===== src/rtl/operand_fetch.sv =====
// Operand fetch stage: 4x8 register file with scoreboard, writeback bypass,
// hazard stall and a one-entry output register toward the ALU.
module operand_fetch (
  input  logic       clk,
  input  logic       rst,
  input  logic       in_valid,
  output logic       in_ready,
  input  logic [7:0] in_instr,
  output logic       out_valid,
  input  logic       out_ready,
  output logic [7:0] operand_a,
  output logic [7:0] operand_b,
  output logic [2:0] opcode,
  output logic [1:0] out_rd,
  input  logic       wb_en,
  input  logic [1:0] wb_addr,
  input  logic [7:0] wb_data,
  output logic [3:0] pending
);

  localparam int unsigned DataW   = 8;
  localparam int unsigned NumRegs = 4;
  localparam int unsigned AddrW   = 2;
  localparam int unsigned OpW     = 3;

  logic [DataW-1:0]   rf_q [NumRegs];
  logic [DataW-1:0]   rf_d [NumRegs];
  logic [NumRegs-1:0] pending_q, pending_d;
  logic               out_valid_q, out_valid_d;
  logic [DataW-1:0]   op_a_q, op_a_d;
  logic [DataW-1:0]   op_b_q, op_b_d;
  logic [OpW-1:0]     opcode_q, opcode_d;
  logic [AddrW-1:0]   rd_q, rd_d;

  logic [OpW-1:0]     in_op;
  logic [AddrW-1:0]   in_rd, in_rs;
  logic               unused_rsvd;
  logic               unary;
  logic [NumRegs-1:0] wb_mask, eff_pend;
  logic               hazard, accept;
  logic [DataW-1:0]   rd_val, rs_val;

  assign in_op       = in_instr[7:5];
  assign unused_rsvd = in_instr[4];
  assign in_rd       = in_instr[3:2];
  assign in_rs       = in_instr[1:0];

  // Opcodes 101/110/111 take a single source operand.
  assign unary    = in_op[2] & (in_op[1] | in_op[0]);
  assign wb_mask  = wb_en ? (NumRegs'(1) << wb_addr) : '0;
  assign eff_pend = pending_q & ~wb_mask;
  assign hazard   = eff_pend[in_rd] | (~unary & eff_pend[in_rs]);
  assign in_ready = ~rst & (~out_valid_q | out_ready) & ~hazard;
  assign accept   = in_valid & in_ready;

  // Same-cycle writeback forwards straight into the operand read.
  assign rd_val = (wb_en && (wb_addr == in_rd)) ? wb_data : rf_q[in_rd];
  assign rs_val = (wb_en && (wb_addr == in_rs)) ? wb_data : rf_q[in_rs];

  always_comb begin
    rf_d        = rf_q;
    pending_d   = eff_pend;
    out_valid_d = out_valid_q & ~out_ready;
    op_a_d      = op_a_q;
    op_b_d      = op_b_q;
    opcode_d    = opcode_q;
    rd_d        = rd_q;
    if (wb_en) rf_d[wb_addr] = wb_data;
    if (accept) begin
      pending_d[in_rd] = 1'b1;
      out_valid_d      = 1'b1;
      op_a_d           = rd_val;
      op_b_d           = unary ? '0 : rs_val;
      opcode_d         = in_op;
      rd_d             = in_rd;
    end
  end

  always_ff @(posedge clk or posedge rst) begin
    if (rst) begin
      rf_q        <= '{default: '0};
      pending_q   <= '0;
      out_valid_q <= 1'b0;
      op_a_q      <= '0;
      op_b_q      <= '0;
      opcode_q    <= '0;
      rd_q        <= '0;
    end else begin
      rf_q        <= rf_d;
      pending_q   <= pending_d;
      out_valid_q <= out_valid_d;
      op_a_q      <= op_a_d;
      op_b_q      <= op_b_d;
      opcode_q    <= opcode_d;
      rd_q        <= rd_d;
    end
  end

  assign out_valid = out_valid_q;
  assign operand_a = op_a_q;
  assign operand_b = op_b_q;
  assign opcode    = opcode_q;
  assign out_rd    = rd_q;
  assign pending   = pending_q;

endmodule


===== config.mk =====
export PLATFORM = sky130hd
export DESIGN_NAME = operand_fetch
export DESIGN_NICKNAME = d
export VERILOG_FILES = /design/src/rtl/operand_fetch.sv
export SDC_FILE = /design/constraint.sdc
export NUM_CORES = 1
export LEC_CHECK = 0
export CAP_MARGIN = 20
export CORE_MARGIN = 3
export CORE_UTILIZATION = 35
export DETAILED_ROUTE_END_ITERATION = 8
export SKIP_LAST_GASP = 1
export SYNTH_ARGS = -nofsm -noshare
export SYNTH_HDL_FRONTEND = slang
export SYNTH_SLANG_ARGS = --single-unit

===== constraint.sdc =====
create_clock -name clk -period 2.55 [get_ports clk]
set_input_delay 0.255 -clock clk [delete_from_list [all_inputs] [get_ports clk]]
set_output_delay 0.255 -clock clk [all_outputs]
set_load 0.005 [all_outputs]

# Word-level counts from Yosys, hierarchy flattened
# Index checks and enable logic that the tools add are counted.
[word_totals]
regBits = 58
in_bits = 23
output_inout_bits = 27
elab_cells = 65
[op_classes]
n_lt_le_gt_ge = 7
eq_ne = 2
n_shift = 1
mux = 21
n_bitwise = 20
reduce_logical = 4
[ops]
columns = ["operator", "count"]
rows = [
  ["$mux W8", 8],
  ["$bmux W8 S2", 2],
  ["$bwmux W32", 1],
  ["$demux W8 S2", 1],
  ["$ge A3 B3 Y1 const B", 3],
  ["$not A2 Y3", 3],
  ["$mux W4", 2],
  ["$and A1 B1 Y1", 6],
  ["$lt A2 B3 Y1 const B", 2],
  ["$not A1 Y1", 5],
  ["$and A4 B4 Y4", 1],
  ["$bmux W1 S2", 2],
  ["$eq A2 B2 Y1", 2],
  ["$logic_and A1 B1 Y1", 4],
  ["$mux W1", 4],
  ["$not A4 Y4", 1],
  ["$or A4 B4 Y4", 1],
  ["$shl A1 B2 Y4 const A", 1],
  ["$lt A3 B1 Y1 const B", 1],
  ["$or A1 B1 Y1", 3],
  ["$demux W1 S2", 1],
  ["$ge A2 B1 Y1 const B", 1],
]

# Logic depth before layout (Yosys ltp)
# Gate-level depths: netlist of the first run.
[logic_depth]
word_depth = 12
depth_mapped = 10
mapped_depth_nobuf = 6

# Worst setup path after synthesis of the first run
# OpenSTA, ideal clock, no wires.
[synth_timing]
path_kind = "input-to-reg"
start = "input port wb_addr[1]"
end = "register rd_q[1], in the netlist out_rd[1]"
arrival_ps = 1953
required_ps = 2422
setup_slack_ps = 469
cell_stages = 9
n_path_buf = 3
path_cell_list = "buf_2 > nor3b_4 > nand2b_1 > o221a_1 > and3_1 > o21a_1 > buf_6 > buf_6 > mux2_1"
[synth_between]
elab_chain_cells = 11
elab_cells_between_ends = 13
cone_classes = "1 x shift; 5 x mux; 7 x bitwise"
[synth_rtl]
columns = ["element", "line_no", "rtl"]
rows = [
  ["start, declared", "16", "input logic [1:0] wb_addr,"],
  ["$shl A1 B2 Y4 *", "50", "assign wb_mask = wb_en ? (NumRegs'(1) << wb_addr) : '0;"],
  ["$mux W4 *", "50", ""],
  ["$not A4 Y4 *", "51", "assign eff_pend = pending_q & ~wb_mask;"],
  ["$and A4 B4 Y4 *", "51", ""],
  ["$bmux W1 S2", "52", "assign hazard = eff_pend[in_rd] | (~unary & eff_pend[in_rs]);"],
  ["$mux W1 (not written as such)", "52", ""],
  ["$and A1 B1 Y1", "52", ""],
  ["$or A1 B1 Y1 *", "52", ""],
  ["$not A1 Y1 *", "53", "assign in_ready = ~rst & (~out_valid_q | out_ready) & ~hazard;"],
  ["$and A1 B1 Y1 *", "53", ""],
  ["$and A1 B1 Y1 *", "54", "assign accept = in_valid & in_ready;"],
  ["end signal, assigned", "95", "rd_q <= rd_d;"],
  ["end, declared", "33", "logic [AddrW-1:0] rd_q, rd_d;"],
]
# Mark *: on every way between the ends. The rest lies on a longest branch, timed or not. The select of a mux whose other input is x is not followed.
# A chain may end at the register's enable or synchronous reset.

# Worst setup path after layout of the first run
[layout_timing]
start = "input port in_instr[1]"
end = "output port in_ready"
[layout_between]
elab_chain_cells = 6
[layout_rtl]
columns = ["element", "line_no", "rtl"]
rows = [
  ["start, declared", "8", "input logic [7:0] in_instr,"],
  ["$bmux W1 S2", "52", ""],
  ["$mux W1 (not written as such)", "52", ""],
  ["$and A1 B1 Y1", "52", ""],
  ["$or A1 B1 Y1", "52", ""],
  ["$not A1 Y1", "53", ""],
  ["$and A1 B1 Y1", "53", ""],
  ["end, declared", "7", "output logic in_ready,"],
]
# Every way passes these cells. The select of a mux whose other input is x is not followed.

==> flow_metrics.py, run 1 <==
metrics = {
    "outcome": {
        "status": "complete, no violations",
    },
    "sta": {
        "setup_ws_ns": 0.292,
        "setup_viol": 0,
        "slew-limit-headroom_pct": 76.0,
        "rsz0062_at_grt": "false",
        "period_share_pct": 88.6,
        "period_needed_ns": 2.26,
        "worstMarginPinSlew_ns": 0.359,
        "fin_skew_ns": 0.00508,
        "hold_viol_final": 0,
        "final_max_slew_viol_count": 0,
        "hold_ws_ns": 0.187,
        "fin_setup_tns_ns": 0,
        "max_freq_mhz": 443,
    },
    "global_routing": {
        "antenna_found_initial": 0,
        "overflow": 0,
        "grtUsageTotal_pct": 15.4,
        "grt_max_degree": 51,
        "grt_pass1_vias": 2079,
        "grt_pass1_wl_um": 11400,
    },
    "placement": {
        "gp_congestion": 0.746,
        "place_inst": 368,
        "dp_hpwl_um": 5000,
        "port_buffers": 48,
        "pre_cts_slack_ns": -0.0277,
    },
    "synth": {
        "ys_ff_latch": 58,
        "yosysWarnings": 0,
        "synth_ff_type": "dfrtp_1",
        "netlist_area_mm2": 0.00302,
        "synth_top_cell_by_area": "dfrtp_1",
        "synth.top_cell.area_share_pct": 48.1,
        "syn-num-nets": 227,
        "async_reset_ff_share_pct": 100,
        "synth_edf_count": 0,
        "synth_cells": 204,
        "syn_avg_cell_area_um2": 14.8,
        "ys_seq_area_share_pct": 48.1,
        "synthTopCellsByArea": "dfrtp_1 (48%), mux2_2 (16%), mux4_2 (12%)",
        "synth_cell_types": 32,
    },
    "clock_network": {
        "cts_sinks": 58,
        "clkTransAtPathRegs_ns": 0.07,
        "postCtsHoldBufs": 0,
        "clock_latency_ns": 0.34,
        "cts_buffers": 9,
        "max-clock-path-buffers": 2,
        "clockRootBuffer": "clkbuf_8",
        "tritoncts": "built",
        "htree_levels": 3,
    },
    "job": {
        "drv_cap": 0,
    },
    "critical_path": {
        "cp.arrival_ns": 2.00,
        "r2r_slack_ns": 0.72,
        "start_kind": "primary input",
        "worstReg2RegStart": "pending[3]$_DFF_PP0_",
        "worst-path-max-fanout": 7,
        "rr_worst_depth": 6,
        "end_kind": "output port",
        "required_ns": 2.30,
        "r2r_end": "operand_a[5]$_DFFE_PP0P_",
        "worstSetupPathType": "primary input to output port",
    },
    "drt": {
        "post_drt_wl_per_cell_um": 18.2,
        "drc": 0,
        "viasPerCell": 5.07,
        "vias": 1940,
        "firstDrtPassIters": 4,
        "ant_nets": 0,
        "drt_wl_total_um": 6960,
        "drtIter0Drc": 45,
    },
    "floorplan": {
        "initial_utilization_pct": 36.4,
        "die_h_um": 98.9,
        "die-area_mm2": 0.00978,
        "placementRows": 33,
        "io-pin-count": 50,
        "die-width_um": 98.9,
        "core_mm2": 0.00830,
    },
    "finish": {
        "antenna_cells": 0,
        "final_nets": 298,
        "final_common_cell": "dfrtp_1",
        "multiInputGateArea_mm2": 0.00147,
        "finalNonFillerCells": 383,
        "most-common-layout-cells": "dfrtp_1 (58), clkdlybuf4s50_1 (45), mux2_2 (44)",
        "area_growth_pct": 30.3,
        "regArea_mm2": 0.00145,
        "drive_above_1_share_pct": 41.7,
        "n_fill_cell": 747,
    },
    "min_path": {
        "hold_path_class": "primary input to async pin",
    },
    "pwr": {
        "total_power_w": 0.00312,
        "ir_worst_vdd_mv": 0.202,
        "p_per_area_mw_per_mm2": 792,
        "p_leak_nw": 1.70,
    },
}
==> report_power, final <==
| part | switching, W | total (W) | internal [W] |
|---|---|---|---|
| logic | 0.000321 | 0.00105 | 0.000732 |
| registers | 0.000155 | 0.00134 | 0.00118 |
| clock network | 0.000359 | 0.000724 | 0.000365 |
| total | 0.000835 | 0.00312 | 0.00228 |
==> critical path, stage by stage <==
cell and delay (ns):
clkdlybuf4s50_1 0.58, nand4b_1 0.17, nand2_1 0.07, nor3_2 0.20, nor2_1 0.09, nor2_1 0.12, clkdlybuf4s50_1 0.51
==> worst max-delay path by stage <==
stage,start,to,slack [ns],cells after the start
after detailed placement,wb_addr[0],in_ready,-0.03,9
after CTS,wb_addr[1],in_ready,0.06,9
after global placement,wb_addr[0],in_ready,-0.02,9
final,in_instr[1],in_ready,0.29,7
after global routing,wb_addr[0],in_ready,0.14,9
after floorplan,wb_addr[1],out_rd[1]$_DFFE_PP0P_,0.47,9
==> cell families (layout without fill, tap and decap cells) <==
| group | count (synthesis) | after routing | share of synthesized area [%] |
|---|---|---|---|
| compound gates | 7 | 7 | 2.11 |
| xor+xnor | 4 | 4 | 1.16 |
| buf+inv | 17 | 91 | 3.77 |
| flops | 58 | 58 | 48.1 |
| mux | 85 | 85 | 38.6 |
| simple gates | 33 | 33 | 6.34 |
==> flip-flops by register name (all words and copies together) (netlist names) <==
| register | count |
|---|---|
| operand_b | 8 |
| opcode | 3 |
| out_rd | 2 |
| operand_a | 8 |
| pending | 4 |
| out_valid | 1 |
| rf_q | 32 |
==> cells in the mapped netlist, drive strengths merged, types with 3 or more instances <==
cell,number
inv,3
xnor2,4
buf,11
nor3,3
nand3,3
clkbuf,3
nor2,10
mux2i,8
nand2,3
dfrtp,58
mux4,16
mux2,61
==> stage by stage <==
step | util (%) | instance area (um^2)
final | 47.4 | 3940
after global routing | 47.4 | 3940
after CTS | 47.2 | 3920
after detailed placement | 45.2 | 3750
after global placement | 45.2 | 3750
after floorplan | - | 3020
==> layout make-up <==
cell class                 count  share of cell area [%]
inverter                       3                   0.286
multi-input combinational    129                    37.2
clock buffer                  11                    3.59
clock inverter                 3                   0.445
sequential                    58                    36.9
tap                          105                    3.34
timing repair buffer          74                    18.2
==> what timing repair did <==
action,CTS,global route
setup buffers,0,1
endpoints found under the setup margin,1,1
pin swaps,0,1
hold endpoints to repair,0,0
resized for setup,2,3
==> per-layer routing <==
metal	global-route usage (%)	vias up	part of all wire [%]
li1	-	908	-
met1	19.4	999	45
met2	25.5	24	51
met3	3.11	9	2.3
met4	7.35	0	2.0
met5	0	-	0
Note: power is estimated with default switching activity, not from simulation.
==> run 2, diff against run 1 <==
--- a/config.mk
+++ b/config.mk
@@ -9,4 +9,5 @@
 export CORE_MARGIN = 3
 export CORE_UTILIZATION = 35
+export CTS_CLUSTER_DIAMETER = 60
 export DETAILED_ROUTE_END_ITERATION = 8
 export SKIP_LAST_GASP = 1
==> constraint.sdc (replaced) <==
create_clock -name clk -period 2.55 [get_ports clk]
set_input_delay 0.255 -clock clk [delete_from_list [all_inputs] [get_ports clk]]
set_output_delay 0.255 -clock clk [all_outputs]
set_load 0.02 [all_outputs]
==> flow_metrics.py, run 2 (synthesized netlist as in run 1, its figures left out) <==
metrics = {
    "critical_path": {
        "start_kind": "primary input",
        "crit_buf_inv": 2,
        "required_ns": 2.30,
        "cp.arrival_ns": 2.03,
        "worstPathCellList": "clkdlybuf4s50_1 -> nand3_1 -> and4_1 -> nor3_1 -> nand2_1 -> nor2_1 -> dlygate4sd2_1",
        "end_kind": "output port",
        "slowest_delay_ns": 0.60,
        "slowest_stage": "clkdlybuf4s50_1",
        "path_delay_family": "buffers and inverters",
        "worst-path-max-fanout": 5,
        "worstSetupPathType": "primary input to output port",
    },
    "drt": {
        "drt_wl_total_um": 7070,
        "post_drt_wl_per_cell_um": 18.2,
        "firstDrtPassIters": 4,
        "drc": 0,
        "vias": 1975,
        "viasPerCell": 5.08,
        "ant_nets": 0,
        "drtIter0Drc": 65,
    },
    "sta": {
        "hold_viol_final": 0,
        "setup_viol": 0,
        "period_needed_ns": 2.29,
        "rsz0062_at_grt": "false",
        "hold_ws_ns": 0.326,
        "fin_skew_ns": 0.0142,
        "final_max_slew_viol_count": 0,
        "max_freq_mhz": 437,
        "period_share_pct": 89.7,
        "slew-limit-headroom_pct": 60.2,
        "worstMarginPinSlew_ns": 0.597,
    },
    "global_routing": {
        "grtUsageTotal_pct": 15.7,
        "grt_pass1_wl_um": 11700,
        "antenna_found_initial": 0,
        "grt_max_degree": 27,
        "overflow": 0,
        "grt_pass1_vias": 2153,
    },
    "pwr": {
        "clockPowerShare_pct": 25.4,
        "swShare_pct": 29.8,
        "total_power_w": 0.00349,
        "ir_worst_vdd_mv": 0.293,
        "p_leak_nw": 1.73,
        "power.switching_w": 0.00104,
        "p_int_w": 0.00245,
        "p_per_area_mw_per_mm2": 873,
        "p_comb_share_pct": 36.2,
        "power_frac_seq_pct": 38.4,
    },
    "finish": {
        "largest_reg_flops": 32,
        "drive_above_1_share_pct": 42.3,
        "n_fill_cell": 742,
        "most-common-layout-cells": "dfrtp_1 (58), clkdlybuf4s50_1 (47), mux2_2 (44)",
        "final_nets": 303,
        "antenna_cells": 0,
        "area_growth_pct": 32.5,
        "finalNonFillerCells": 389,
        "finalCoreUtilization_pct": 48.2,
        "final_common_cell": "dfrtp_1",
        "top_register": "rf_q",
        "fin_area_mm2": 0.00400,
    },
    "floorplan": {
        "placementRows": 33,
        "initial_utilization_pct": 36.4,
        "core_mm2": 0.00830,
        "die_h_um": 98.9,
        "io-pin-count": 50,
        "die-width_um": 98.9,
        "die-area_mm2": 0.00978,
    },
    "placement": {
        "port_buffers": 48,
        "gp_congestion": 0.735,
        "place_inst": 372,
        "placedInstanceArea_mm2": 0.00378,
        "dp_hpwl_um": 5060,
    },
    "outcome": {
        "status": "complete, no violations",
    },
    "clock_network": {
        "cts_buffers": 9,
        "clockRootBuffer": "clkbuf_8",
        "postCtsHoldBufs": 0,
        "htree_levels": 3,
        "cts_sinks": 58,
        "tritoncts": "built",
        "max-clock-path-buffers": 2,
        "clkTransAtPathRegs_ns": 0.08,
        "clock_latency_ns": 0.34,
    },
    "min_path": {
        "hold_path_class": "primary input to async pin",
    },
    "job": {
        "drv_cap": 0,
    },
}
-- run 2: cell count changes in the layout (fill, tap and decap cells not counted) --
cell,before,now
clkbuf_8,10,12
bufinv_16,0,1
clkinvlp_4,1,0
buf_4,23,28
nand3_1,2,3
nor3_1,2,3
clkinv_2,2,1
nand3_2,1,0
nor3_2,1,0
dlymetal6s2s_1,2,0
clkdlybuf4s50_1,45,47
-- run 2: through the flow --
stage	setup WS (ns)	TNS, ns
6_report	0.263	0
5_1_grt	0.105	0
4_1_cts	0.244	0
3_5_place_dp	-0.0546	-0.513
3_3_place_gp	-0.0403	-0.0419
2_1_floorplan	0.468	0
-- run 2: power by group through the flow --
stage	sequential [W]	combinational (W)	clock, W
after CTS	0.00135	0.00128	0.000904
final	0.00134	0.00126	0.000887
after global routing	0.00138	0.00135	0.000950
after detailed placement	0.00136	0.00128	0
after floorplan	0.00153	0.000548	0
after global placement	0.00134	0.00127	0
-- run 2: timing repair --
| action | in CTS | in global routing |
|---|---|---|
| endpoints found under the setup margin | 1 | 0 |
| gates resized for setup | 1 | 0 |
| buffers inserted | 2 | 0 |
-- run 2: final cells by class --
cell class	count	area, um^2	share of cell area [%]
Clock buffer	13	169	4.22
Clock inverter	2	35.0	0.875
Inverter	3	11.3	0.281
Multi-Input combinational cell	129	1460	36.4
Sequential cell	58	1450	36.3
Tap cell	105	131	3.28
Timing Repair Buffer	79	749	18.7
-- run 2: worst register-to-register path, stage by stage, from the launching register on --
cell     delay, ns
dfrtp_1       0.42
and4_1        0.19
nor3_1        0.20
and3_1        0.21
o21a_1        0.24
buf_12        0.18
mux2_1        0.35
-- run 2: routing by layer --
layer	GRT usage, %	vias up	part of all wire, %
met5	0	-	0
met3	3.47	9	2.4
met2	26.1	26	52
li1	-	918	-
met1	19.8	1022	44
met4	6.09	0	1.6
-- run 2: path summary, 6_finish.rpt --
check                           slack [ns]  cells past startpoint                   from                        to
worst min register to register        0.49                      1  opcode[1]$_DFFE_PP0P_     opcode[1]$_DFFE_PP0P_
max in group asynchronous             1.65                      3                    rst  operand_b[6]$_DFFE_PP0P_
worst max-delay path                  0.26                      7             wb_addr[0]                  in_ready
worst min-delay path                  0.33                      2                    rst       out_valid$_DFF_PP0_
min in group clk                      0.49                      1  opcode[1]$_DFFE_PP0P_     opcode[1]$_DFFE_PP0P_
worst max register to register        0.63                      6   pending[3]$_DFF_PP0_  operand_a[7]$_DFFE_PP0P_
==> run 3, diff against run 2 <==
Settings changed: CTS_CLUSTER_DIAMETER 60 to 200.
==> results of run 3 <==
Same layout as run 2: the final DEF is identical, and so are final timing and power.
